`src/rtl/alu_op_issue.sv`:
```
// Issue stage ahead of the execute ALU. It decodes ALUOp/opcode into ALUControl,
// registers the op with its operands, and uses a 2-entry skid buffer so in_ready is a register.
module alu_op_issue #(
    parameter int N     = 64,
    parameter int CNT_W = 16
) (
    input  logic             clk,
    input  logic             reset_n,
    input  logic             in_valid,
    output logic             in_ready,
    input  logic [1:0]       alu_op,
    input  logic [10:0]      opcode,
    input  logic [N-1:0]     a_in,
    input  logic [N-1:0]     b_in,
    input  logic             flush,
    output logic             out_valid,
    input  logic             out_ready,
    output logic [N-1:0]     a,
    output logic [N-1:0]     b,
    output logic [3:0]       alu_control,
    output logic             illegal,
    output logic [CNT_W-1:0] issued_cnt
);

    // Returns {illegal, alu_control}.
    function automatic logic [4:0] f_decode(input logic [1:0] op, input logic [10:0] opc);
        logic [4:0] res;
        res = 5'b0_0000;
        case (op)
            2'b00: res = 5'b0_0010;
            2'b01: res = 5'b0_0111;
            2'b11: res = 5'b0_1111;
            default: begin
                case (opc)
                    11'b10001011000: res = 5'b0_0010;
                    11'b11001011000: res = 5'b0_0110;
                    11'b10001010000: res = 5'b0_0000;
                    11'b10101010000: res = 5'b0_0001;
                    default:         res = 5'b1_0000;
                endcase
            end
        endcase
        return res;
    endfunction

    logic             r_m_vld;
    logic [N-1:0]     r_m_a;
    logic [N-1:0]     r_m_b;
    logic [3:0]       r_m_ctl;
    logic             r_m_ill;
    logic             r_s_vld;
    logic [N-1:0]     r_s_a;
    logic [N-1:0]     r_s_b;
    logic [3:0]       r_s_ctl;
    logic             r_s_ill;
    logic             r_in_ready;
    logic [CNT_W-1:0] r_cnt;

    logic             w_acc;
    logic             w_iss;
    logic             w_m_free;
    logic [4:0]       w_dec;

    assign w_acc    = in_valid & r_in_ready;
    assign w_iss    = r_m_vld & out_ready;
    assign w_m_free = !r_m_vld || w_iss;
    assign w_dec    = f_decode(alu_op, opcode);

    // S can only be full while M is held, and in_ready is low whenever S is full,
    // so an accept never coincides with S draining into M.
    always_ff @(posedge clk or negedge reset_n) begin
        if (!reset_n) begin
            r_m_vld    <= 1'b0;
            r_m_a      <= '0;
            r_m_b      <= '0;
            r_m_ctl    <= 4'b0000;
            r_m_ill    <= 1'b0;
            r_s_vld    <= 1'b0;
            r_s_a      <= '0;
            r_s_b      <= '0;
            r_s_ctl    <= 4'b0000;
            r_s_ill    <= 1'b0;
            r_in_ready <= 1'b1;
        end else if (flush) begin
            r_m_vld    <= 1'b0;
            r_s_vld    <= 1'b0;
            r_in_ready <= 1'b1;
        end else if (w_m_free) begin
            if (r_s_vld) begin
                r_m_vld    <= 1'b1;
                r_m_a      <= r_s_a;
                r_m_b      <= r_s_b;
                r_m_ctl    <= r_s_ctl;
                r_m_ill    <= r_s_ill;
                r_s_vld    <= 1'b0;
                r_in_ready <= 1'b1;
            end else if (w_acc) begin
                r_m_vld <= 1'b1;
                r_m_a   <= a_in;
                r_m_b   <= b_in;
                r_m_ctl <= w_dec[3:0];
                r_m_ill <= w_dec[4];
            end else begin
                r_m_vld <= 1'b0;
            end
        end else if (w_acc) begin
            r_s_vld    <= 1'b1;
            r_s_a      <= a_in;
            r_s_b      <= b_in;
            r_s_ctl    <= w_dec[3:0];
            r_s_ill    <= w_dec[4];
            r_in_ready <= 1'b0;
        end
    end

    // The counter tracks completed handshakes, so an issue in a flush cycle still counts.
    always_ff @(posedge clk or negedge reset_n) begin
        if (!reset_n) begin
            r_cnt <= '0;
        end else if (w_iss) begin
            r_cnt <= r_cnt + 1'b1;
        end
    end

    assign in_ready    = r_in_ready;
    assign out_valid   = r_m_vld;
    assign a           = r_m_a;
    assign b           = r_m_b;
    assign alu_control = r_m_ctl;
    assign illegal     = r_m_ill;
    assign issued_cnt  = r_cnt;

endmodule

```
`config.mk`:
```
export PLATFORM = sky130hd
export DESIGN_NAME = alu_op_issue
export DESIGN_NICKNAME = d
export VERILOG_FILES = /design/src/rtl/alu_op_issue.sv
export SDC_FILE = /design/constraint.sdc
export NUM_CORES = 1
export LEC_CHECK = 0
export ABC_CLOCK_PERIOD_IN_PS = 3700
export CAP_MARGIN = 10
export CORE_ASPECT_RATIO = 2
export CORE_MARGIN = 1.5
export CORE_UTILIZATION = 50
export DETAILED_ROUTE_END_ITERATION = 10
export PLACE_DENSITY = 0.91
export RECOVER_POWER = 50
export SLEW_MARGIN = 20
export SYNTH_ARGS = -nofsm -noshare
export SYNTH_HDL_FRONTEND = slang
export SYNTH_SLANG_ARGS = --single-unit
```
`constraint.sdc`:
```
create_clock -name clk -period 3.7 [get_ports clk]
set_input_delay 0.37 -clock clk [delete_from_list [all_inputs] [get_ports clk]]
set_output_delay 0.37 -clock clk [all_outputs]
set_load 0.005 [all_outputs]
```
==> flow_metrics.py, run 1 <==
metrics = {
    "floorplanning": {
        "fp.dieArea_sq_um": 26030,
        "ios": 297,
        "coreArea_sq_um": 24530,
        "start_util_pct": 50.99,
        "dieHeight_microns": 226.7,
        "core.rowCount": 81,
        "die_w_microns": 114.8,
    },
    "worst_setup_path": {
        "arrival_ns": 2.91,
        "cp-start-kind": "input port",
        "crit_type": "input port to asynchronous set/reset pin",
        "cp_max_fo": 92,
        "end_kind": "asynchronous set/reset pin",
        "crit_required_ns": 4.03,
    },
    "synthesis": {
        "yosysWarnings": 0,
        "synth_fp_nets": 1095,
        "synth_edf_count": 0,
        "seq_area_frac_synth_pct": 57.04,
        "syn_inst": 948,
        "syn_area_sq_um": 12510,
        "ys_async_sr_fraction_pct": 100.0,
        "ys_types": 39,
        "synth.avg_cell_area_sq_um": 13.19,
        "ys.flop_type": "dfrtp_1",
        "synth-seq-cells": 285,
    },
    "power": {
        "pwr_density_cell_nw_per_um2": 554.6,
        "intPower_mw": 6.796,
        "clock_power_share_pct": 30.9,
        "ir_worst_vdd_uv": 385.0,
        "swShare_pct": 25.79,
        "p_total_mw": 9.158,
        "p_leak_nw": 7.069,
        "pwr-share-seq_pct": 47.0,
        "p_switching_mw": 2.362,
        "power_frac_comb_pct": 22.1,
    },
    "timing": {
        "min_period_over_period_pct": 69.83,
        "rsz0062_at_grt": "no",
        "period_minus_slack_ns": 2.584,
        "setup_tns_ns": 0,
        "tightest_slew_ns": 1.708,
        "max-slew-margin-rel_pct": -13.88,
        "setup_viol": 0,
        "fmax_ghz": 0.3871,
        "fin_skew_ns": 0.01858,
        "final_hold_viol_count": 0,
        "drv_slew": 71,
    },
    "global_routing": {
        "grt_pass1_wl_microns": 47750,
        "grt_overflow": 0,
        "grt_pass1_vias": 9285,
        "antenna_found_initial": 9,
        "grt_max_degree": 145,
        "grt_use_total_pct": 23.44,
    },
    "place": {
        "gp_congestion": 0.8362,
        "dp_hpwl_microns": 21000,
        "io_buffers": 296,
        "dp_cells": 1529,
        "place_area_sq_um": 15620,
    },
    "clock_tree": {
        "ctsLongestPathBuffers": 3,
        "htreeDepth": 1,
        "cts.repair.resized": 0,
        "numCtsBuffers": 26,
        "post-cts-setup-buffers": 0,
        "cts_root_buf": "clkbuf_16",
        "clk_pin_slew_ns": 0.06,
        "cts_tree": "yes",
        "hold_buffers": 1,
        "cts.sinks": 285,
        "clk_latency_ns": 0.54,
    },
    "cells_and_area": {
        "fin_area_sq_um": 16510,
        "nets": 1373,
        "mostFrequentLayoutCell": "dfrtp_1",
        "syn_to_final_growth_pct": 32.04,
        "nFillCells": 1676,
        "mostFrequentLayoutCells": "283 x dfrtp_1, 238 x clkdlybuf4s50_1, 137 x nor2_1",
        "drive_gt1_share_pct": 15.17,
        "final_cells": 1587,
    },
    "routing": {
        "vias": 8478,
        "drc": 0,
        "via_per_inst": 5.342,
        "wire_per_inst_microns": 19.52,
        "drtAntennaViolNets": 0,
        "wl_microns": 30980,
        "dr.pass1.iters": 4,
        "drt_iter0_markers": 512,
    },
    "job": {
        "cap_violations": 1,
    },
    "worst_hold_path": {
        "hp-class": "input port to asynchronous set/reset pin",
    },
    "run_status": {
        "status": "finished, violations left",
        "violations": "max-capacitance violations, max-slew violations",
    },
}
[cells in the mapped netlist (2+ instances only)]
library cell | count | share of area (%)
nor2b_1 | 2 | 0.10
nand2_1 | 14 | 0.42
and2_1 | 2 | 0.10
nand3_1 | 5 | 0.20
nor3_2 | 3 | 0.24
nand3b_1 | 2 | 0.12
inv_1 | 3 | 0.090
and3_1 | 3 | 0.15
xnor2_1 | 12 | 0.84
nor2_1 | 137 | 4.1
a21oi_1 | 132 | 5.3
o211ai_1 | 2 | 0.12
mux2_2 | 9 | 0.81
buf_2 | 30 | 1.2
dfrtp_1 | 284 | 57
buf_6 | 25 | 2.3
nand4_1 | 5 | 0.25
nand2b_1 | 2 | 0.10
mux2_1 | 3 | 0.27
a22oi_1 | 2 | 0.12
mux2i_1 | 128 | 10
mux2_4 | 120 | 14
xor2_1 | 3 | 0.21
buf_4 | 4 | 0.24
nor3_1 | 2 | 0.080
[sequential cells by signal, summed over array words and instances (netlist names)]
name	flops
a	64
b	64
r_s_a	64
r_s_b	64
issued_cnt	16
alu_control	4
r_s_ctl	4
illegal	1
in_ready	1
out_valid	1
r_s_ill	1
r_s_vld	1
[worst paths after layout]
path	start	endpoint	slack, ns	cells past startpoint
worst max-delay path	reset_n	r_s_a[25]$_DFFE_PN0P_	1.12	3
worst min-delay path	reset_n	r_s_a[39]$_DFFE_PN0P_	0.43	2
worst max register to register	in_ready$_DFFE_PN1P_	b[48]$_DFFE_PN0P_	1.45	5
worst min register to register	r_s_ctl[3]$_DFFE_PN0P_	r_s_ctl[3]$_DFFE_PN0P_	0.48	2
max in group clk	in_ready$_DFFE_PN1P_	b[48]$_DFFE_PN0P_	1.45	5
min in group clk	a_in[61]	r_s_a[61]$_DFFE_PN0P_	0.46	2
[critical path, stage by stage]
cell and delay, ns:
dlygate4sd3_1 0.56, buf_8 0.50, clkbuf_2 1.33
[area by class of cell]
| cell class | instances | area (sq um) | area share (%) |
|---|---|---|---|
| timing repair buffer | 309 | 3118 | 18.88 |
| multi-input combinational | 601 | 4896 | 29.65 |
| clock buffer | 43 | 855.8 | 5.183 |
| tap | 332 | 415.4 | 2.516 |
| antenna | 9 | 22.52 | 0.1364 |
| clock inverter | 5 | 56.30 | 0.3410 |
| sequential | 285 | 7137 | 43.22 |
| inverter | 3 | 11.26 | 0.06820 |
[per-layer routing]
layer / vias to the layer above / global-route usage (%) / wire [microns]
met1: 4243 / 24.36 / 10910
met4: 0 / 14.70 / 1807
met2: 271 / 43.52 / 16970
met3: 93 / 3.234 / 1286
li1: 3871 / - / -
met5: - / 0 / 0
[through the flow]
step	setup slack (ns)	util (%)	hold WS, ns
after floorplan	2.207	-	0.07441
after global placement	1.148	63.67	0.4258
after detailed placement	1.121	63.67	0.4296
after CTS	1.475	67.43	0.4425
after global routing	0.6525	67.32	0.4683
final	1.116	67.32	0.4315
[cells by family after synthesis]
kind of cell | synth area share (%)
XOR/XNOR | 1.051
multiplexers | 25.73
AO/OA/AOI/OAI | 5.943
flip-flops | 57.04
adder cells (fa/ha/maj) | 0.1000
AND/OR/NAND/NOR | 6.353
buffers and inverters | 3.782
[power by group through the flow]
| stage | clock network (mW) | logic (mW) | registers (mW) |
|---|---|---|---|
| detailed placement | 0 | 2.09 | 4.32 |
| CTS | 2.88 | 2.10 | 4.30 |
| global placement | 0 | 1.99 | 4.30 |
| finish | 2.83 | 2.02 | 4.30 |
| floorplan | 0 | 1.02 | 4.23 |
| global route | 2.98 | 2.19 | 4.36 |
Note: power is estimated with default switching activity, not from simulation.
==> run 2: changes to the inputs <==
--- a/config.mk
+++ b/config.mk
@@ -5,7 +5,7 @@
 export SDC_FILE = /design/constraint.sdc
 export NUM_CORES = 1
 export LEC_CHECK = 0
-export ABC_CLOCK_PERIOD_IN_PS = 3700
+export ABC_CLOCK_PERIOD_IN_PS = 2500
 export CAP_MARGIN = 10
 export CORE_ASPECT_RATIO = 2
 export CORE_MARGIN = 1.5
==> constraint.sdc (replaced) <==
create_clock -name clk -period 2.5 [get_ports clk]
set_input_delay 0.25 -clock clk [delete_from_list [all_inputs] [get_ports clk]]
set_output_delay 0.25 -clock clk [all_outputs]
set_load 0.005 [all_outputs]
==> run 2 against run 1 <==
Effect of this change: register-to-register slack worse by 0.93 ns; the run now ends clean; critical path type is now flip-flop to flip-flop; clock-buffer cell count fell by 8; largest cell class unchanged; sequential share of layout area shrank 0.11 points; combinational power up 50%.
==> flow_metrics.py, run 2 (synthesized netlist as in run 1, its figures left out) <==
metrics = {
    "floorplanning": {
        "ios": 297,
        "die_w_microns": 114.8,
        "coreArea_sq_um": 24530,
        "core.rowCount": 81,
        "start_util_pct": 50.99,
        "fp.dieArea_sq_um": 26030,
        "dieHeight_microns": 226.7,
    },
    "routing": {
        "wire_per_inst_microns": 19.51,
        "vias": 8522,
        "via_per_inst": 5.373,
        "wl_microns": 30940,
        "drc": 0,
        "dr.pass1.iters": 5,
        "drt_iter0_markers": 438,
        "drtAntennaViolNets": 0,
    },
    "clock_tree": {
        "ctsLongestPathBuffers": 3,
        "numCtsBuffers": 26,
        "cts_tree": "yes",
        "cts.repair.resized": 0,
        "hold_buffers": 1,
        "cts.sinks": 285,
        "cts_root_buf": "clkbuf_16",
        "post-cts-setup-buffers": 0,
        "clk_pin_slew_ns": 0.07,
        "htreeDepth": 1,
        "clk_latency_ns": 0.53,
    },
    "timing": {
        "tightest_slew_ns": 1.049,
        "max-slew-margin-rel_pct": 30.06,
        "setup_viol": 0,
        "setup_tns_ns": 0,
        "period_minus_slack_ns": 1.984,
        "fin_skew_ns": 0.01103,
        "rsz0062_at_grt": "no",
        "final_hold_viol_count": 0,
        "drv_slew": 0,
        "min_period_over_period_pct": 79.34,
        "fmax_ghz": 0.5041,
    },
    "cells_and_area": {
        "syn_to_final_growth_pct": 32.38,
        "nFillCells": 1710,
        "mostFrequentLayoutCells": "283 x dfrtp_1, 250 x clkdlybuf4s50_1, 137 x nor2_1",
        "drive_gt1_share_pct": 15.42,
        "nets": 1381,
        "mostFrequentLayoutCell": "dfrtp_1",
        "utilization_pct": 67.50,
    },
    "worst_setup_path": {
        "cp-start-kind": "flip-flop",
        "end_kind": "flip-flop",
        "crit_type": "flip-flop to flip-flop",
        "cp_max_fo": 12,
        "crit_required_ns": 2.91,
        "arrival_ns": 2.40,
    },
    "global_routing": {
        "grt_pass1_wl_microns": 47840,
        "grt_pass1_vias": 9141,
        "grt_overflow": 0,
        "grt_use_total_pct": 23.66,
        "antenna_found_initial": 2,
        "grt_max_degree": 123,
    },
    "place": {
        "io_buffers": 296,
        "dp_hpwl_microns": 21320,
        "gp_congestion": 0.8250,
    },
    "run_status": {
        "status": "complete, no violations",
    },
    "job": {
        "cap_violations": 0,
    },
    "power": {
        "ir_worst_vdd_uv": 707.7,
        "p_leak_nw": 7.113,
        "pwr_density_cell_nw_per_um2": 813.7,
        "p_total_mw": 13.47,
    },
    "worst_hold_path": {
        "hp-class": "input port to asynchronous set/reset pin",
    },
}
run 2: changes by cell type in the layout (fill, tap and decap cells not counted), sizes merged:
| cell | change |
|---|---|
| clkinvlp | -1 |
| clkbuf | -8 |
| buf | +8 |
| diode | -7 |
| bufinv | +2 |
| dlygate4sd3 | -12 |
| clkdlybuf4s50 | +12 |
| clkinv | +5 |
run 2: path summary, 6_finish.rpt:
check                                                start                         end  slack [ns]  cells after the start
min in group clk                                  a_in[61]       r_s_a[61]$_DFFE_PN0P_        0.35                      2
worst min-delay path                               reset_n            b[6]$_DFFE_PN0P_        0.26                      2
worst min register to register  issued_cnt[15]$_DFFE_PN0P_  issued_cnt[15]$_DFFE_PN0P_        0.48                      1
worst max-delay path                 out_valid$_DFFE_PN0N_       r_s_a[26]$_DFFE_PN0P_        0.52                      4
worst max register to register       out_valid$_DFFE_PN0N_       r_s_a[26]$_DFFE_PN0P_        0.52                      4
max in group asynchronous                          reset_n       r_s_b[15]$_DFFE_PN0P_        0.78                      3
run 2: per-layer routing:
| layer | up-vias | share of wire (%) | GRT usage, % |
|---|---|---|---|
| met5 | - | 0 | 0 |
| met4 | 0 | 4.9 | 12.27 |
| met3 | 89 | 4.5 | 3.609 |
| met2 | 305 | 56 | 44.62 |
| met1 | 4254 | 35 | 24.90 |
| li1 | 3874 | - | - |
run 2: per-stage QoR:
step,cell area [sq um],setup WS [ns],hold slack (ns),std cells
global route,16550,0.3901,0.3013,1586
global placement,15710,0.3988,0.2515,1537
detailed placement,15710,0.3743,0.2560,1537
finish,16550,0.5164,0.2642,1586
floorplan,12510,1.007,-0.04559,948
CTS,16590,0.5496,0.2767,1584
run 2: power by group:
part	internal (mW)	total, mW	switching, mW
Combinational	1.98	3.03	1.05
Sequential	5.67	6.35	0.683
Clock	2.37	4.09	1.72
Total	10.0	13.5	3.45
run 2: final cells by class:
cell class	count	area [sq um]	area share (%)
sequential	285	7137	43.11
clock inverter	11	133.9	0.8087
tap	332	415.4	2.509
multi-input combinational	601	4888	29.53
clock buffer	35	735.7	4.444
inverter	3	11.26	0.06802
antenna	2	5.005	0.03023
timing repair buffer	317	3228	19.50
run 2: critical path, stage by stage (launching register included):
cell and delay, ns:
dfrtp_1 0.40, nor2b_1 0.39, nand4_4 0.31, clkbuf_2 0.39, mux2_4 0.38
==> run 3: changes to the inputs <==
--- a/config.mk
+++ b/config.mk
@@ -5,7 +5,7 @@
 export SDC_FILE = /design/constraint.sdc
 export NUM_CORES = 1
 export LEC_CHECK = 0
-export ABC_CLOCK_PERIOD_IN_PS = 2500
+export ABC_CLOCK_PERIOD_IN_PS = 1900
 export CAP_MARGIN = 10
 export CORE_ASPECT_RATIO = 2
 export CORE_MARGIN = 1.5
==> constraint.sdc (replaced) <==
create_clock -name clk -period 1.9 [get_ports clk]
set_input_delay 0.19 -clock clk [delete_from_list [all_inputs] [get_ports clk]]
set_output_delay 0.19 -clock clk [all_outputs]
set_load 0.005 [all_outputs]
==> run 3 against run 2 <==
Effect of this change: global-route usage grew 0.82 points; utilization grew 0.37 points; via count grew 0.72%; wire length grew 2.4%; clock-buffer cell count shrank 8; final area grew 0.54%; total power grew 32%; hold slack lost 0.11 ns; non-clock buffer count grew 20; critical path depth shrank 3; highest routed layer unchanged.
==> flow_metrics.py, run 3 (synthesized netlist as in run 1, its figures left out) <==
metrics = {
    "routing": {
        "dr.pass1.iters": 4,
        "wire_per_inst_microns": 19.69,
        "drtAntennaViolNets": 0,
        "via_per_inst": 5.334,
        "wl_microns": 31690,
        "vias": 8583,
        "drt_iter0_markers": 403,
        "drc": 0,
    },
    "worst_setup_path": {
        "path_buf_inv": 1,
        "slowest_delay_ns": 0.59,
        "crit_chain": "clkdlybuf4s50_1",
        "arrival_ns": 1.67,
        "cp_max_fo": 5,
        "rrSetupSlack_ns": 0.10,
        "end_kind": "primary output",
        "slowest_stage": "dfstp_2",
        "crit_type": "flip-flop to primary output",
        "critPathTopFamily": "flip-flops",
        "cp-start-kind": "flip-flop",
        "crit_required_ns": 1.71,
    },
    "power": {
        "pwr_density_cell_nw_per_um2": 1067,
        "pwr-share-seq_pct": 47.2,
        "intPower_mw": 13.08,
        "p_leak_nw": 7.108,
        "swShare_pct": 26.37,
        "p_switching_mw": 4.685,
        "power_frac_comb_pct": 22.6,
        "ir_worst_vdd_uv": 698.3,
        "clock_power_share_pct": 30.3,
    },
    "clock_tree": {
        "numCtsBuffers": 25,
        "clk_pin_slew_ns": 0.07,
        "cts.sinks": 285,
        "post-cts-setup-buffers": 0,
        "cts_tree": "yes",
        "clk_latency_ns": 0.54,
        "ctsLongestPathBuffers": 3,
        "htreeDepth": 1,
        "cts_root_buf": "clkbuf_16",
    },
    "timing": {
        "final_hold_viol_count": 0,
        "min_period_over_period_pct": 97.89,
        "tightest_slew_ns": 0.8940,
        "rsz0062_at_grt": "no",
        "fin_skew_ns": 0.01485,
        "hold-worst-slack_ns": 0.1580,
        "fmax_ghz": 0.5377,
        "drv_slew": 0,
        "setup_tns_ns": 0,
        "max-slew-margin-rel_pct": 40.40,
        "period_minus_slack_ns": 1.860,
        "setup_viol": 0,
    },
    "global_routing": {
        "grt_util_met2_pct": 43.54,
        "grt_busiest_layer": "met2",
        "grt_pass1_wl_microns": 49570,
        "gr-usage-met3_pct": 3.422,
        "grt_pass1_vias": 9495,
        "grt_overflow": 0,
        "grt_use_total_pct": 24.49,
        "grt_max_degree": 72,
        "antenna_found_initial": 5,
        "met1_usage_pct": 26.24,
    },
    "place": {
        "place_area_sq_um": 15950,
        "io_buffers": 296,
        "dp_cells": 1557,
        "dp_hpwl_microns": 22230,
        "gp_congestion": 0.8513,
    },
    "floorplanning": {
        "start_util_pct": 50.99,
        "coreArea_sq_um": 24530,
        "fp.dieArea_sq_um": 26030,
        "ios": 297,
        "die_w_microns": 114.8,
        "core.rowCount": 81,
        "dieHeight_microns": 226.7,
    },
    "cells_and_area": {
        "mostFrequentLayoutCells": "285 x clkdlybuf4s50_1, 284 x dfrtp_1, 137 x nor2_1",
        "utilization_pct": 67.87,
        "syn_to_final_growth_pct": 33.10,
        "drive_gt1_share_pct": 15.25,
        "fin_area_sq_um": 16640,
        "mostFrequentLayoutCell": "clkdlybuf4s50_1",
        "final_cells": 1609,
        "nets": 1400,
    },
    "worst_hold_path": {
        "hp-class": "input port to asynchronous set/reset pin",
    },
    "run_status": {
        "status": "complete, no violations",
    },
    "job": {
        "cap_violations": 0,
    },
}
-- run 3: cell count changes in the layout (fill, tap and decap cells not counted), sizes merged --
cell / delta
diode: +3
dlygate4sd3: -35
clkinvlp: +5
inv: +2
buf: +12
clkdlybuf4s50: +35
bufinv: +1
-- run 3: final timing paths --
kind | from | end | cells after the start
worst max register to register | out_valid$_DFFE_PN0N_ | r_s_b[9]$_DFFE_PN0P_ | 5
max in group asynchronous | reset_n | b[45]$_DFFE_PN0P_ | 3
worst min-delay path | reset_n | a[45]$_DFFE_PN0P_ | 2
worst max-delay path | in_ready$_DFFE_PN1P_ | in_ready | 1
min in group clk | a_in[60] | r_s_a[60]$_DFFE_PN0P_ | 2
worst min register to register | issued_cnt[15]$_DFFE_PN0P_ | issued_cnt[15]$_DFFE_PN0P_ | 1
-- run 3: what timing repair did --
action                    4_1_cts  5_1_grt
hold endpoints to repair       68        0
resized for setup               0        0
hold buffers                    1        0
-- run 3: final cells by class --
class                   count  area (sq um)
flip-flops and latches    285          7133
well taps                 332         415.4
diodes                      5         12.51
repair buffers            337          3396
clock inverters            19         219.0
inverters                   3         11.26
multi-input cells         601          4815
clock buffers              27         643.1
fillers                  1668          7881
-- run 3: routing by layer --
| metal | share of wire (%) | up-vias |
|---|---|---|
| met3 | 4.1 | 119 |
| li1 | - | 3911 |
| met5 | 0 | - |
| met2 | 54 | 296 |
| met1 | 35 | 4257 |
| met4 | 7.1 | 0 |
-- run 3: stage by stage --
| step | power, mW | worst slack, ns |
|---|---|---|
| 5_1_grt | 18.56 | 0.007258 |
| 3_3_place_gp | 12.33 | -0.02702 |
| 6_report | 17.77 | 0.04007 |
| 3_5_place_dp | 12.57 | -0.05909 |
| 2_1_floorplan | 10.23 | 0.4069 |
| 4_1_cts | 18.03 | 0.02567 |
-- run 3: power by group through the flow --
stage	logic (mW)	clock network, mW	registers, mW
floorplan	1.99	0	8.23
global placement	3.98	0	8.36
detailed placement	4.16	0	8.41
CTS	4.19	5.47	8.37
global route	4.35	5.70	8.51
finish	4.01	5.38	8.38
